==> config.mk <==
export PLATFORM = sky130hd
export DESIGN_NAME = freq_trim_calibrator
export DESIGN_NICKNAME = d
export VERILOG_FILES = /design/src/rtl/freq_cal_pkg.sv /design/src/rtl/freq_cal_downcounter.sv /design/src/rtl/freq_trim_calibrator.sv
export SDC_FILE = /design/constraint.sdc
export NUM_CORES = 1
export LEC_CHECK = 0
export BUFFER_PORTS_ARGS = -buffer_cell sky130_fd_sc_hd__clkbuf_2
export CORE_MARGIN = 5
export CORE_UTILIZATION = 58
export DETAILED_ROUTE_END_ITERATION = 10
export PLACE_DENSITY = 0.85
export SLEW_MARGIN = 20
export SYNTH_ARGS = -nofsm -noshare
export SYNTH_HDL_FRONTEND = slang
export SYNTH_HIERARCHICAL = 1
export SYNTH_SLANG_ARGS = --single-unit
==> constraint.sdc <==
create_clock -name clk -period 7 [get_ports clk]
set_input_delay 0.7 -clock clk [delete_from_list [all_inputs] [get_ports clk]]
set_output_delay 0.7 -clock clk [all_outputs]
set_load 0.05 [all_outputs]
==> src/rtl/freq_cal_pkg.sv <==
// Shared types for the frequency trim calibrator.
package freq_cal_pkg;

   // SAR calibration sequencer states.
   typedef enum logic [2:0] {
      IDLE      = 3'd0,
      SETTLE    = 3'd1,
      START     = 3'd2,
      WAIT_ACK  = 3'd3,
      WAIT_DONE = 3'd4,
      DECIDE    = 3'd5,
      FINISH    = 3'd6
   } cal_state_t;

   // Width needed to hold values 0..max_value (never less than 1 bit).
   function automatic int unsigned cnt_width(input int unsigned max_value);
      int unsigned w;
      w = 1;
      while ((64'd1 << w) <= 64'(max_value)) w++;
      return w;
   endfunction

endpackage

==> src/rtl/freq_cal_downcounter.sv <==
// Loadable down-counter with a zero flag; saturates at zero.
module freq_cal_downcounter #(
   parameter int unsigned WIDTH = 16
) (
   input  logic             clk,
   input  logic             reset,
   input  logic             i_load,
   input  logic [WIDTH-1:0] i_load_value,
   input  logic             i_dec,
   output logic             o_zero
);

   logic [WIDTH-1:0] r_count;

   // Load has priority over decrement; the count never wraps below zero.
   always_ff @(posedge clk) begin
      if (reset) begin
         r_count <= '0;
      end else if (i_load) begin
         r_count <= i_load_value;
      end else if (i_dec && (r_count != '0)) begin
         r_count <= r_count - WIDTH'(1);
      end
   end

   assign o_zero = (r_count == '0);

endmodule

==> src/rtl/freq_trim_calibrator.sv <==
// Successive-approximation trim controller driving a frequency comparator.
// One trim bit is decided per measurement, MSB first.
module freq_trim_calibrator
   import freq_cal_pkg::*;
#(
   parameter int unsigned TRIM_WIDTH    = 6,
   parameter int unsigned DATA_WIDTH    = 32,
   parameter int unsigned SETTLE_CYCLES = 16,
   parameter int unsigned WDOG_CYCLES   = 65535
) (
   input  logic                  clk,
   input  logic                  reset,
   input  logic                  cal_start,
   input  logic [DATA_WIDTH-1:0] window_value,
   output logic                  cal_busy,
   output logic                  cal_done,
   output logic                  cal_error,
   output logic [TRIM_WIDTH-1:0] trim_code,
   output logic                  meas_enable,
   output logic [DATA_WIDTH-1:0] meas_timeout,
   input  logic                  compare_ge,
   input  logic                  compare_done
);

   localparam int unsigned IDX_W    = cnt_width(TRIM_WIDTH - 1);
   localparam int unsigned SETTLE_W = cnt_width(SETTLE_CYCLES);
   localparam int unsigned WDOG_W   = cnt_width(WDOG_CYCLES);

   cal_state_t            r_state;
   cal_state_t            w_state_next;

   logic [TRIM_WIDTH-1:0] r_trim_code;
   logic [IDX_W-1:0]      r_bit_idx;
   logic [DATA_WIDTH-1:0] r_meas_timeout;
   logic                  r_cal_error;
   logic                  r_ge_q;

   logic                  w_accept;
   logic                  w_settle_load;
   logic                  w_settle_dec;
   logic                  w_settle_zero;
   logic                  w_wdog_load;
   logic                  w_wdog_dec;
   logic                  w_wdog_zero;
   logic                  w_wdog_trip;
   logic                  w_last_bit;
   logic [TRIM_WIDTH-1:0] w_bit_mask;
   logic [TRIM_WIDTH-1:0] w_next_mask;
   logic [TRIM_WIDTH-1:0] w_trim_decided;

   // Settle-time counter, reloaded on every trim change.
   freq_cal_downcounter #(
      .WIDTH (SETTLE_W)
   ) u_settle_cnt (
      .clk          (clk),
      .reset        (reset),
      .i_load       (w_settle_load),
      .i_load_value (SETTLE_W'(SETTLE_CYCLES)),
      .i_dec        (w_settle_dec),
      .o_zero       (w_settle_zero)
   );

   // Measurement watchdog, loaded when a measurement is started.
   freq_cal_downcounter #(
      .WIDTH (WDOG_W)
   ) u_wdog_cnt (
      .clk          (clk),
      .reset        (reset),
      .i_load       (w_wdog_load),
      .i_load_value (WDOG_W'(WDOG_CYCLES)),
      .i_dec        (w_wdog_dec),
      .o_zero       (w_wdog_zero)
   );

   // State register.
   always_ff @(posedge clk) begin
      if (reset) begin
         r_state <= IDLE;
      end else begin
         r_state <= w_state_next;
      end
   end

   // Next-state logic; in WAIT_ACK/WAIT_DONE the comparator event wins over an expiring watchdog.
   always_comb begin
      w_state_next = r_state;
      unique case (r_state)
         IDLE:      if (cal_start) w_state_next = SETTLE;
         SETTLE:    if (w_settle_zero) w_state_next = START;
         START:     w_state_next = WAIT_ACK;
         WAIT_ACK: begin
            if (!compare_done)    w_state_next = WAIT_DONE;
            else if (w_wdog_zero) w_state_next = IDLE;
         end
         WAIT_DONE: begin
            if (compare_done)     w_state_next = DECIDE;
            else if (w_wdog_zero) w_state_next = IDLE;
         end
         DECIDE:    w_state_next = w_last_bit ? FINISH : SETTLE;
         FINISH:    w_state_next = IDLE;
         default:   w_state_next = IDLE;
      endcase
   end

   // State-decoded outputs and counter controls.
   always_comb begin
      w_accept      = (r_state == IDLE) && cal_start;
      w_last_bit    = (r_bit_idx == '0);
      w_settle_load = w_accept || ((r_state == DECIDE) && !w_last_bit);
      w_settle_dec  = (r_state == SETTLE) && !w_settle_zero;
      w_wdog_load   = (r_state == START);
      w_wdog_dec    = ((r_state == WAIT_ACK) || (r_state == WAIT_DONE)) && !w_wdog_zero;
      w_wdog_trip   = w_wdog_zero &&
                      (((r_state == WAIT_ACK)  &&  compare_done) ||
                       ((r_state == WAIT_DONE) && !compare_done));
      meas_enable   = (r_state == START);
      cal_done      = (r_state == FINISH);
      cal_busy      = (r_state != IDLE) && (r_state != FINISH);
   end

   // Trim bit arithmetic for the DECIDE step.
   always_comb begin
      w_bit_mask     = TRIM_WIDTH'(1) << r_bit_idx;
      w_next_mask    = w_last_bit ? '0 : (TRIM_WIDTH'(1) << (r_bit_idx - IDX_W'(1)));
      w_trim_decided = r_ge_q ? r_trim_code : (r_trim_code & ~w_bit_mask);
   end

   // Datapath registers: trim code, bit index, window, result capture and sticky error.
   always_ff @(posedge clk) begin
      if (reset) begin
         r_trim_code    <= '0;
         r_bit_idx      <= '0;
         r_meas_timeout <= '0;
         r_cal_error    <= 1'b0;
         r_ge_q         <= 1'b0;
      end else begin
         if (w_accept) begin
            r_trim_code    <= TRIM_WIDTH'(1) << (TRIM_WIDTH - 1);
            r_bit_idx      <= IDX_W'(TRIM_WIDTH - 1);
            r_meas_timeout <= window_value;
            r_cal_error    <= 1'b0;
         end
         if (w_wdog_trip) begin
            r_cal_error <= 1'b1;
         end
         if ((r_state == WAIT_DONE) && compare_done) begin
            r_ge_q <= compare_ge;
         end
         if (r_state == DECIDE) begin
            r_trim_code <= w_trim_decided | w_next_mask;
            if (!w_last_bit) begin
               r_bit_idx <= r_bit_idx - IDX_W'(1);
            end
         end
      end
   end

   assign trim_code    = r_trim_code;
   assign meas_timeout = r_meas_timeout;
   assign cal_error    = r_cal_error;

endmodule
==> results.sh <==
export IMPL_outcome="complete, no violations"
export IMPL_grt_pass1_vias=2874
export IMPL_synth_edff_count=0
export IMPL_pwr_share_clk=0.240
export IMPL_dp_hpwl_um=5370
export IMPL_final_cell_mix="nand2_1 (86), clkbuf_2 (78), dfxtp_1 (67)"
export IMPL_fin_worst_skew_ps=8.94
export IMPL_period_needed_ps=2800
export IMPL_pwr_share_seq=0.349
export IMPL_tns_ps=0
export IMPL_postSynthCellCount=405
export IMPL_yosysWarnings=6
export IMPL_numPortBuffers=78
export IMPL_holdBufCountCts=0
export IMPL_ff2ff_setup_slack_ps=4200
export IMPL_initial_core_util=0.599
export IMPL_max_vdd_ir_drop_uv=243
export IMPL_drv_slew=0
export IMPL_worstMarginPinSlew_ps=685
export IMPL_layout_commonest_cell="nand2_1"
export IMPL_power_leakage_nw=1.64
export IMPL_routed_wl_um=7610
export IMPL_clock_latency_ps=350
export IMPL_synth_flop_cell="dfxtp_1"
export IMPL_grt_max_degree=68
export IMPL_ys_seq_area_frac=0.407
export IMPL_cp_arrival_ps=2100
export IMPL_cts_made_buffers=9
export IMPL_synth_seq_cells=67
export IMPL_via_per_inst=5.36
export IMPL_rsz0062_at_grt="false"
export IMPL_critPathMaxFanout=15
export IMPL_ys_types=60
export IMPL_fin_crit_sh=0.401
export IMPL_htreeDepth=3
export IMPL_swShare=0.436
export IMPL_antenna_cells=0
export IMPL_firstDrtPassIters=4
export IMPL_post_cts_buffers=0
export IMPL_critPathCaptureType="output port"
export IMPL_start_kind="flip-flop"
export IMPL_overflow=0
export IMPL_cpPeakStageDelay_ps=630
export IMPL_comb_power_share=0.411
export IMPL_finalHoldViolCount=0
export IMPL_syn2layout_area_growth_pct=19.4
export IMPL_grt_first_pass_wirelength_um=12900
export IMPL_netlist_area_mm2=0.00330
export IMPL_path_cells="nand2b_1, nor2_1, clkbuf_2"
export IMPL_slew_headroom=0.540
export IMPL_dieArea_mm2=0.00729
export IMPL_die_y_um=85.4
export IMPL_wire_per_inst_um=13.4
export IMPL_cts_root_buf="clkbuf_8"
export IMPL_max_freq_ghz=0.357
export IMPL_antenna_found_initial=0
export IMPL_critPathSlowestCell="dfxtp_1"
export IMPL_cts_sinks=67
export IMPL_grt_use_total=0.216
export IMPL_drt_iter0_drc=178
export IMPL_core_mm2=0.00551
export IMPL_cts_resized=0
export IMPL_fp_dieW_um=85.4
export IMPL_p_int_w=0.000849
export IMPL_rows=27
export IMPL_drive_above_1_share=0.231
export IMPL_cts_tree="yes"
export IMPL_powerDensity_mw_per_mm2=382
export IMPL_p_sw_w=0.000656
export IMPL_drcViolationCount=0
export IMPL_cp_required_ps=6300
export IMPL_cts_max_path_buffers=2
export IMPL_synth_area_per_cell_um2=8.14
export IMPL_place_worst_setup_slack_ps=4230
export IMPL_ant_nets=0
export IMPL_layout_nets=537
export IMPL_drv_cap=0
export IMPL_layout_setup_ws_ps=4200
export IMPL_vias=3054
export IMPL_gp_congestion=0.843
export IMPL_setup_worst_path_class="flip-flop to output port"
export IMPL_worst_hold_path_type="flip-flop to flip-flop"
export IMPL_async_reset_ff_frac=0
export IMPL_clk_pin_slew_worst_paths_ps=80
export IMPL_ios=79
export IMPL_setup_viol=0
final timing paths:
| path | end | cells after the start | start |
|---|---|---|---|
| max | meas_enable | 3 | r_state[1] |
| min | meas_timeout[27] | 2 | meas_timeout[27] |
| max reg2reg | u_wdog_cnt/r_count[4] | 6 | r_state[2] |
| min reg2reg | meas_timeout[27] | 2 | meas_timeout[27] |
cell families (layout without fill, tap and decap cells):
| group | Yosys count | count (layout) | share of synthesized area |
|---|---|---|---|
| compound gates | 100 | 100 | 0.197 |
| simple gates | 175 | 175 | 0.258 |
| fa+ha+maj | 7 | 7 | 0.0266 |
| flops | 67 | 67 | 0.407 |
| other cells | 2 | 21 | 0.00228 |
| xor+xnor | 9 | 9 | 0.0239 |
| mux | 5 | 5 | 0.0167 |
| buf+inv | 40 | 114 | 0.0687 |
routing by layer:
metal / track usage / share of wire / vias up
met5: 0 / 0 / -
met4: 0.0820 / 0.010 / 0
met3: 0.0641 / 0.078 / 7
met2: 0.364 / 0.48 / 91
met1: 0.258 / 0.44 / 1386
li1: - / - / 1570
flip-flops by register name, summed over array words and instances (netlist names):
| signal | count |
|---|---|
| cal_error | 1 |
| trim_code | 6 |
| meas_timeout | 32 |
| u_settle_cnt/r_count | 5 |
| r_ge_q | 1 |
| r_bit_idx | 3 |
| u_wdog_cnt/r_count | 16 |
| r_state | 3 |
worst max-delay path: cells and delay by family, from the launching register on:
family	cells	cell delay, ps
buffers and inverters	1	380
AND/OR/NAND/NOR	2	740
flip-flops	1	630
cell usage after synthesis (all sizes together) (7+ instances only):
library cell	count	area share
a21oi	53	0.082
nand2	86	0.098
nor2	31	0.036
nand3	7	0.011
clkbuf	9	0.013
dfxtp	67	0.41
o21ai	11	0.020
ha	7	0.027
nor3	10	0.015
inv	15	0.017
buf	14	0.034
xnor2	8	0.021
a211oi	8	0.018
metrics by stage:
stage | instance area, µm² | std cells | hold WS, ps | power, W | utilization
floorplan | 3370 | 424 | 475 | 0.00106 | -
detailed placement | 3710 | 554 | 449 | 0.00115 | 0.674
finish | 3940 | 570 | 456 | 0.00151 | 0.715
global route | 3940 | 570 | 475 | 0.00161 | 0.715
CTS | 3940 | 570 | 460 | 0.00151 | 0.715
global placement | 3710 | 554 | 441 | 0.00113 | 0.674
power groups by stage:
stage | logic [W] | clock network (W) | registers, W
3_3_place_gp | 0.000600 | 0 | 0.000527
5_1_grt | 0.000681 | 0.000393 | 0.000537
4_1_cts | 0.000619 | 0.000369 | 0.000523
6_report | 0.000619 | 0.000362 | 0.000525
2_1_floorplan | 0.000435 | 0 | 0.000621
3_5_place_dp | 0.000616 | 0 | 0.000531
cell type report:
class,count,area (µm²)
sequential,67,1340
clock inverter,7,100
timing repair buffer,82,420
clock buffer,9,124
multi-input combinational,317,1800
tap,72,90.1
fill,439,1570
inverter,16,60.1
No activity file was read; power rests on OpenSTA's default activity.
